$ cat src/rtl/mi_sequencer.sv
// Fetch/decode/execute controller around the micro-instruction ROM.
// Runs memory handshakes and resolves jumps and BSR against ALU flags.
module mi_sequencer #(
   parameter int unsigned     AW       = 11,
   parameter logic [AW-1:0]   RESET_PC = '0,
   parameter int unsigned     ACK_MAX  = 15
) (
   input  logic          clk,
   input  logic          rst_n,
   input  logic          run,
   input  logic [21:0]   mem_rdata,
   input  logic          mem_ack,
   output logic [AW-1:0] mem_addr,
   output logic          mem_rd,
   output logic          mem_wr,
   output logic [21:0]   mi_instr,
   input  logic [32:0]   mi_word,
   input  logic          flag_z,
   input  logic          flag_cy,
   output logic [32:0]   ctrl_word,
   output logic          ctrl_valid,
   output logic [AW-1:0] pc,
   output logic          illegal,
   output logic          bus_err
);

   typedef enum logic [2:0] {
      S_IDLE, S_FETCH, S_DECODE, S_EXEC, S_MEM, S_ERR
   } state_e;

   typedef enum logic [3:0] {
      C_JMP, C_JZE, C_JNE, C_JCY, C_BSR,
      C_MOV, C_ADW, C_MOM, C_ILL
   } cls_e;

   state_e        state_q, state_d;
   logic [AW-1:0] pc_q, pc_d;
   logic [AW-1:0] link_q, link_d;
   logic [21:0]   instr_q, instr_d;
   logic [32:0]   ctrl_word_q, ctrl_word_d;
   logic          ctrl_valid_q, ctrl_valid_d;
   logic          illegal_q, illegal_d;
   logic          bus_err_q, bus_err_d;
   logic [3:0]    wait_q, wait_d;
   logic          mr_q, mr_d;
   logic          mw_q, mw_d;

   cls_e          cls;
   logic [10:0]   op11;
   logic [11:0]   op12;
   logic [AW-1:0] pc_inc;
   logic [AW-1:0] tgt_j;
   logic [AW-1:0] tgt_b;
   logic          tmo;
   state_e        fetch_nxt;

   assign op11   = instr_q[21:11];
   assign op12   = instr_q[21:10];
   assign pc_inc = pc_q + AW'(1);
   assign tgt_j  = instr_q[AW-1:0];
   assign tgt_b  = AW'(instr_q[9:0]);
   assign tmo    = (wait_q == 4'(ACK_MAX - 1));
   // Leaving an instruction only parks in IDLE when run has dropped
   assign fetch_nxt = run ? S_FETCH : S_IDLE;

   always_comb begin
      cls = C_ILL;
      unique case (1'b1)
         op11 == 11'h400: cls = C_JMP;
         op11 == 11'h500: cls = C_JZE;
         op11 == 11'h600: cls = C_JNE;
         op11 == 11'h700: cls = C_JCY;
         op12 == 12'h100: cls = C_MOV;
         op12 == 12'h180: cls = C_ADW;
         op12 == 12'h1C0: cls = C_BSR;
         op12 == 12'h200: cls = C_MOM;
         op12 == 12'h280: cls = C_MOM;
         default:         cls = C_ILL;
      endcase
   end

   always_comb begin
      state_d      = state_q;
      pc_d         = pc_q;
      link_d       = link_q;
      instr_d      = instr_q;
      ctrl_word_d  = '0;
      ctrl_valid_d = 1'b0;
      illegal_d    = 1'b0;
      bus_err_d    = bus_err_q;
      wait_d       = '0;
      mr_d         = mr_q;
      mw_d         = mw_q;
      mem_addr     = pc_q;
      mem_rd       = 1'b0;
      mem_wr       = 1'b0;
      unique case (state_q)
         S_IDLE: begin
            if (run && !bus_err_q) state_d = S_FETCH;
         end
         S_FETCH: begin
            mem_rd = 1'b1;
            if (mem_ack) begin
               instr_d = mem_rdata;
               state_d = S_DECODE;
            end else if (tmo) begin
               bus_err_d = 1'b1;
               state_d   = S_ERR;
            end else begin
               wait_d = wait_q + 4'd1;
            end
         end
         S_DECODE: begin
            if (cls == C_ILL) begin
               illegal_d = 1'b1;
               pc_d      = pc_inc;
               state_d   = fetch_nxt;
            end else begin
               state_d = S_EXEC;
            end
         end
         S_EXEC: begin
            pc_d    = pc_inc;
            state_d = fetch_nxt;
            unique case (cls)
               C_JMP: pc_d = tgt_j;
               C_JZE: if (flag_z) pc_d = tgt_j;
               C_JNE: if (!flag_z) pc_d = tgt_j;
               C_JCY: if (flag_cy) pc_d = tgt_j;
               C_BSR: begin
                  link_d = pc_inc;
                  pc_d   = tgt_b;
               end
               default: begin
                  if (mi_word[25] && mi_word[24]) begin
                     illegal_d = 1'b1;
                  end else begin
                     ctrl_word_d  = mi_word;
                     ctrl_valid_d = 1'b1;
                     if (mi_word[25] || mi_word[24]) begin
                        mr_d    = mi_word[25];
                        mw_d    = mi_word[24];
                        pc_d    = pc_q;
                        state_d = S_MEM;
                     end
                  end
               end
            endcase
         end
         S_MEM: begin
            mem_addr = tgt_b;
            mem_rd   = mr_q;
            mem_wr   = mw_q;
            if (mem_ack) begin
               pc_d    = pc_inc;
               state_d = fetch_nxt;
            end else if (tmo) begin
               bus_err_d = 1'b1;
               state_d   = S_ERR;
            end else begin
               wait_d = wait_q + 4'd1;
            end
         end
         S_ERR: state_d = S_ERR;
         default: state_d = S_IDLE;
      endcase
   end

   always_ff @(posedge clk) begin
      if (!rst_n) begin
         state_q      <= S_IDLE;
         pc_q         <= RESET_PC;
         link_q       <= '0;
         instr_q      <= '0;
         ctrl_word_q  <= '0;
         ctrl_valid_q <= 1'b0;
         illegal_q    <= 1'b0;
         bus_err_q    <= 1'b0;
         wait_q       <= '0;
         mr_q         <= 1'b0;
         mw_q         <= 1'b0;
      end else begin
         state_q      <= state_d;
         pc_q         <= pc_d;
         link_q       <= link_d;
         instr_q      <= instr_d;
         ctrl_word_q  <= ctrl_word_d;
         ctrl_valid_q <= ctrl_valid_d;
         illegal_q    <= illegal_d;
         bus_err_q    <= bus_err_d;
         wait_q       <= wait_d;
         mr_q         <= mr_d;
         mw_q         <= mw_d;
      end
   end

   assign mi_instr   = instr_q;
   assign ctrl_word  = ctrl_word_q;
   assign ctrl_valid = ctrl_valid_q;
   assign pc         = pc_q;
   assign illegal    = illegal_q;
   assign bus_err    = bus_err_q;

endmodule

$ cat config.mk
export PLATFORM = sky130hd
export DESIGN_NAME = mi_sequencer
export DESIGN_NICKNAME = d
export VERILOG_FILES = /design/src/rtl/mi_sequencer.sv
export SDC_FILE = /design/constraint.sdc
export NUM_CORES = 1
export LEC_CHECK = 0
export CAP_MARGIN = 15
export CELL_PAD_IN_SITES_DETAIL_PLACEMENT = 1
export CELL_PAD_IN_SITES_GLOBAL_PLACEMENT = 2
export CORE_UTILIZATION = 25
export CTS_BUF_LIST = sky130_fd_sc_hd__clkbuf_2 sky130_fd_sc_hd__clkbuf_4 sky130_fd_sc_hd__clkbuf_8
export CTS_CLUSTER_DIAMETER = 100
export DETAILED_ROUTE_END_ITERATION = 12
export GPL_TIMING_DRIVEN = 0
export PLACE_DENSITY_LB_ADDON = 0.1
export SETUP_SLACK_MARGIN = 0.15
export SLEW_MARGIN = 20
export SYNTH_ARGS = -nofsm -noshare
export SYNTH_HDL_FRONTEND = slang
export SYNTH_SLANG_ARGS = --single-unit
$ cat constraint.sdc
create_clock -name clk -period 2.37 [get_ports clk]
set_clock_uncertainty 0.05 [all_clocks]
set_input_delay 0.474 -clock clk [delete_from_list [all_inputs] [get_ports clk]]
set_output_delay 0.474 -clock clk [all_outputs]
set_load 0.01 [all_outputs]
Word level (Yosys, flattened, before mapping)
Cells that the tools add are included.
Widths: inputs -> output; s select.
{"block": "totals", "regBits": 78, "elab_cells": 87}
{"block": "classes", "addsub": 2, "n_eq_ne": 24, "mux": 28, "n_bitwise": 6, "n_reduce_logical": 17}
{"op": "$mux 11", "count": 8}
{"op": "$pmux 11 s5", "count": 1}
{"op": "$eq 11x11->1 const B", "count": 4}
{"op": "$eq 12x9->1 const B", "count": 3}
{"op": "$pmux 11 s3", "count": 1}
{"op": "$pmux 4 s8", "count": 1}
{"op": "$eq 12x10->1 const B", "count": 2}
{"op": "$mux 3", "count": 7}
{"op": "$pmux 3 s6", "count": 1}
{"op": "$add 11x1->11 const B", "count": 1}
{"op": "$eq 4x2->1 const B", "count": 2}
{"op": "$eq 4x4->1 const B", "count": 2}
{"op": "$ne 8x8->1 const B", "count": 1}
{"op": "$reduce_and 4->1", "count": 2}
{"op": "$reduce_or 8->1", "count": 1}
{"op": "$reduce_or 7->1", "count": 1}
{"op": "$eq 3x2->1 const B", "count": 2}
{"op": "$eq 3x3->1 const B", "count": 2}
{"op": "$mux 1", "count": 6}
{"op": "$ne 2x2->1 const B", "count": 3}
{"op": "$not 1->1", "count": 6}
{"op": "$reduce_or 5->1", "count": 1}
{"op": "$add 4x1->4 const B", "count": 1}
{"op": "$eq 4x1->1 const B", "count": 1}
{"op": "14 further kinds", "count": 17}

Depth between registers and ports, before layout
{"block": "depth", "word_depth": 7, "mapped_depth": 8, "ltp_nobuf": 8}

Least setup slack after synthesis
Ideal clock, no wire load.
{"block": "synth_path", "kind": "register -> register", "start": "reg instr_q[18] (netlist: mi_instr[18])", "end": "reg pc_q[7] (netlist: pc[7])", "arrival_time_ns": 2.075, "required_time_ns": 2.246, "slack_ns": 0.172, "stages_incl_launch_ff": 8, "period_less_slack_ns": 2.198, "cell_sequence": "dfxtp_1 > buf_4 > and2b_1 > a41oi_2 > o2111a_2 > or4_4 > o32a_1 > o211ai_2"}
{"block": "synth_between", "elab_chain_len": 6, "elab_cells_between_ends": 22, "cone_classes": "eq/ne (16); mux (3); reduce/logical (3)"}
{"element": "from (decl)", "line": "39", "text": "logic [21:0] instr_q, instr_d;"}
{"element": "from (signal assigned)", "line": "186", "text": "instr_q <= instr_d;"}
{"element": "$eq 12x10->1 (on tied branches)", "line": "76, 77"}
{"element": "$reduce_or 2->1 (no source line)"}
{"element": "$pmux 4 s8 *", "line": "68", "text": "unique case (1'b1)"}
{"element": "$eq 4x3->1 (tied with other cells)", "line": "125", "text": "unique case (cls)"}
{"element": "$pmux 11 s5 (tied with other cells)", "line": "125"}
{"element": "$pmux 11 s3 / $reduce_and 4->1 (equally long branches)"}
{"element": "to (signal assigned)", "line": "184", "text": "pc_q <= pc_d;"}
{"element": "to (decl)", "line": "37", "text": "logic [AW-1:0] pc_q, pc_d;"}
Every way passes the cells marked *; elsewhere a longest branch is shown, timed or not.
A chain may end at the register's enable or synchronous reset.

Final worst setup path
{"block": "layout_path", "start": "reg instr_q[17] (netlist: mi_instr[17])", "end": "reg pc_q[4] (netlist: pc[4])"}
Same word-level chain as after synthesis.

==> metrics.yaml <==
final_max_slew_viol_count: 0
outcome: "complete, no violations"
syn_area_um2: 3670
synth_top_cell_by_area: "dfxtp_1"
port_buffers: 141
ys_warn_count: 0
cts-htree-levels: 3
relSlewSlack_pct: 57.0
final.period_utilization_pct: 94.6
synthesis.nets: 483
fp.dieH_um: 123
grt_pass1_vias: 3721
worst_slew_pin_slew_ns: 0.644
p_leak_uw: 0.00229
gp_congestion: 0.761
rows: 43
clock-sinks: 78
critPathLaunch: "mi_instr[17]$_SDFFE_PN0P_"
dp.final_hpwl_mm: 9.27
grt_pass1_wl_mm: 19.6
cts_buffer_depth: 2
min_from: "mi_word[24]"
synth_cell_types: 62
clk_latency_ns: 0.37
syn_to_final_growth_pct: 64.1
critPathRequiredTime_ns: 2.61
fin_crit_ns: 2.24
worstRegToRegCells: 8
hold_viol: 0
coreArea_um2: 14100
dr_total_vias: 3702
r2r-start: "mi_instr[17]$_SDFFE_PN0P_"
worstPathArrival_ns: 2.48
avgViaCountPerCell: 4.72
nets: 666
fmax_ghz: 0.446
wl_per_cell_um: 16.1
rsz0062_at_grt: "true"
cts_buffers: 9
antenna_found_initial: 0
holdWs_ns: 0.409
yosysTopAreaCellShare_pct: 42.5
maxCapViolCount: 0
synth-edff-count: 0
power_density_nw_per_um2: 488
seq_area_frac_synth_pct: 42.5
first_pass_iters: 4
async_reset_ff_share_pct: 0
synthTopCellsByArea: "dfxtp_1 43%, nand2_1 6.6%, and2_1 6.1%"
cts_tree: "done"
wirelength_mm: 12.6
holdPathStages: 2
cp-end-kind: "flop"
path_class: "flop to flop"
start_util_pct: 26.1
syn_area_per_cell_um2: 8.81
drt_iter0_markers: 99
ys_dominant_reg_cell: "dfxtp_1"
postRouteAntennaNets: 0
grt_max_degree: 14
setup_viol_count_final: 0
antenna-diode-count: 0
route.detailed.drc: 0
hold_buffers: 0
ir_worst_vdd_mv: 0.354
hold_path.class: "primary input to flop"
path_clk_slew_ns: 0.09
grt_usage_pct: 17.1
cts_root_buffer: "clkbuf_8"
die_w_um: 123
power_uw: 2940
die_area_um2: 15200
ios: 143
synthCells: 417
grt-ovfl-total: 0
synth_seq_cells: 78
crit_path_start_kind: "flop"
cp_max_fo: 7
drive_gt1_share_pct: 20.7
routing by layer:
layer  up-vias  wire length (µm)  global-route usage, %
met5         -                 0                      0
met4         0               192                   5.27
met3        15               794                   5.67
met2        90              6060                   27.5
met1      1770              5590                   21.5
li1       1827                 -                      -
registers in the layout (all words and copies together), names as in the netlist:
signal / cells
bus_err: 1
ctrl_valid: 1
ctrl_word: 33
illegal: 1
mi_instr: 22
mr_q: 1
mw_q: 1
pc: 11
state_q: 3
wait_q: 4
final cells by class:
type	count	area, µm²
fillers	1645	8070
multi-input cells	306	2160
repair buffers	172	1640
flip-flops and latches	78	1580
well taps	180	225
plain buffers	24	165
clock buffers	11	145
clock inverters	5	82.6
inverters	9	33.8
path summary, 6_finish.rpt:
path,endpoint,slack (ns)
worst max-delay path,pc[4]$_SDFFE_PN0P_,0.13
worst min-delay path,ctrl_word[24]$_SDFF_PP0_,0.41
worst max register to register,pc[4]$_SDFFE_PN0P_,0.13
worst min register to register,wait_q[0]$_SDFF_PP0_,0.42
logic make-up after synthesis:
| kind of cell | count (synthesis) | share of synthesized area (%) |
|---|---|---|
| mux | 11 | 3.27 |
| xor+xnor | 12 | 2.86 |
| simple gates | 188 | 28.0 |
| buf+inv | 33 | 3.99 |
| fa+ha+maj | 5 | 1.70 |
| compound gates | 90 | 17.6 |
| flops | 78 | 42.5 |
what timing repair did:
action	CTS	global route
endpoints found under the setup margin	74	57
gates resized for setup	82	47
cloned	1	1
setup buffers	17	12
pin swaps	11	22
synthesized netlist by cell type (6+ instances only):
| master | instances |
|---|---|
| xnor2_1 | 7 |
| and2_1 | 36 |
| nand3_1 | 12 |
| a21oi_1 | 12 |
| dfxtp_1 | 78 |
| nor2_1 | 20 |
| o21ai_0 | 13 |
| nor3_1 | 6 |
| a21boi_0 | 23 |
| nor2b_1 | 12 |
| mux2_2 | 8 |
| inv_1 | 9 |
| nand2_1 | 65 |
| clkbuf_1 | 19 |
through the flow:
stage | setup TNS [ns] | utilization (%) | instances | instance area [µm²] | setup WS (ns)
2_1_floorplan | 0 | - | 417 | 3670 | 0.172
3_3_place_gp | -16.98 | 37.7 | 738 | 5310 | -0.614
3_5_place_dp | -18.72 | 37.7 | 738 | 5310 | -0.600
4_1_cts | 0 | 41.4 | 772 | 5840 | 0.0404
5_1_grt | 0 | 42.8 | 785 | 6030 | 0.0429
6_report | 0 | 42.8 | 785 | 6030 | 0.127
worst max-delay path, stage by stage, from the launching register on:
cell and delay (ns):
dfxtp_2 0.34, buf_6 0.13, or4b_4 0.54, o41ai_4 0.37, o2bb2ai_4 0.18, or2_1 0.14, buf_6 0.14, nor4b_2 0.06
nor4b_2 0.22
cell usage in the layout, fill, tap and decap left out, types with 7 or more instances in the layout:
cell type	instances
clkbuf_1	9
a21boi_0	22
buf_6	12
inv_1	9
nand3_1	11
nor2b_1	10
nand2_1	63
nor2_1	17
dfxtp_1	70
xnor2_1	7
clkbuf_8	10
a21oi_1	12
and2_1	36
clkbuf_2	10
o21ai_0	11
clkdlybuf4s50_1	126
buf_4	26
power by group:
group          total (µW)  internal, µW  leakage [µW]  switching [µW]
clock                1160           636      0.000117             526
sequential           1360          1330      0.000635            31.7
combinational         417           232       0.00154             185
total                2940          2200       0.00229             743
Note: power is estimated with default switching activity, not from simulation.
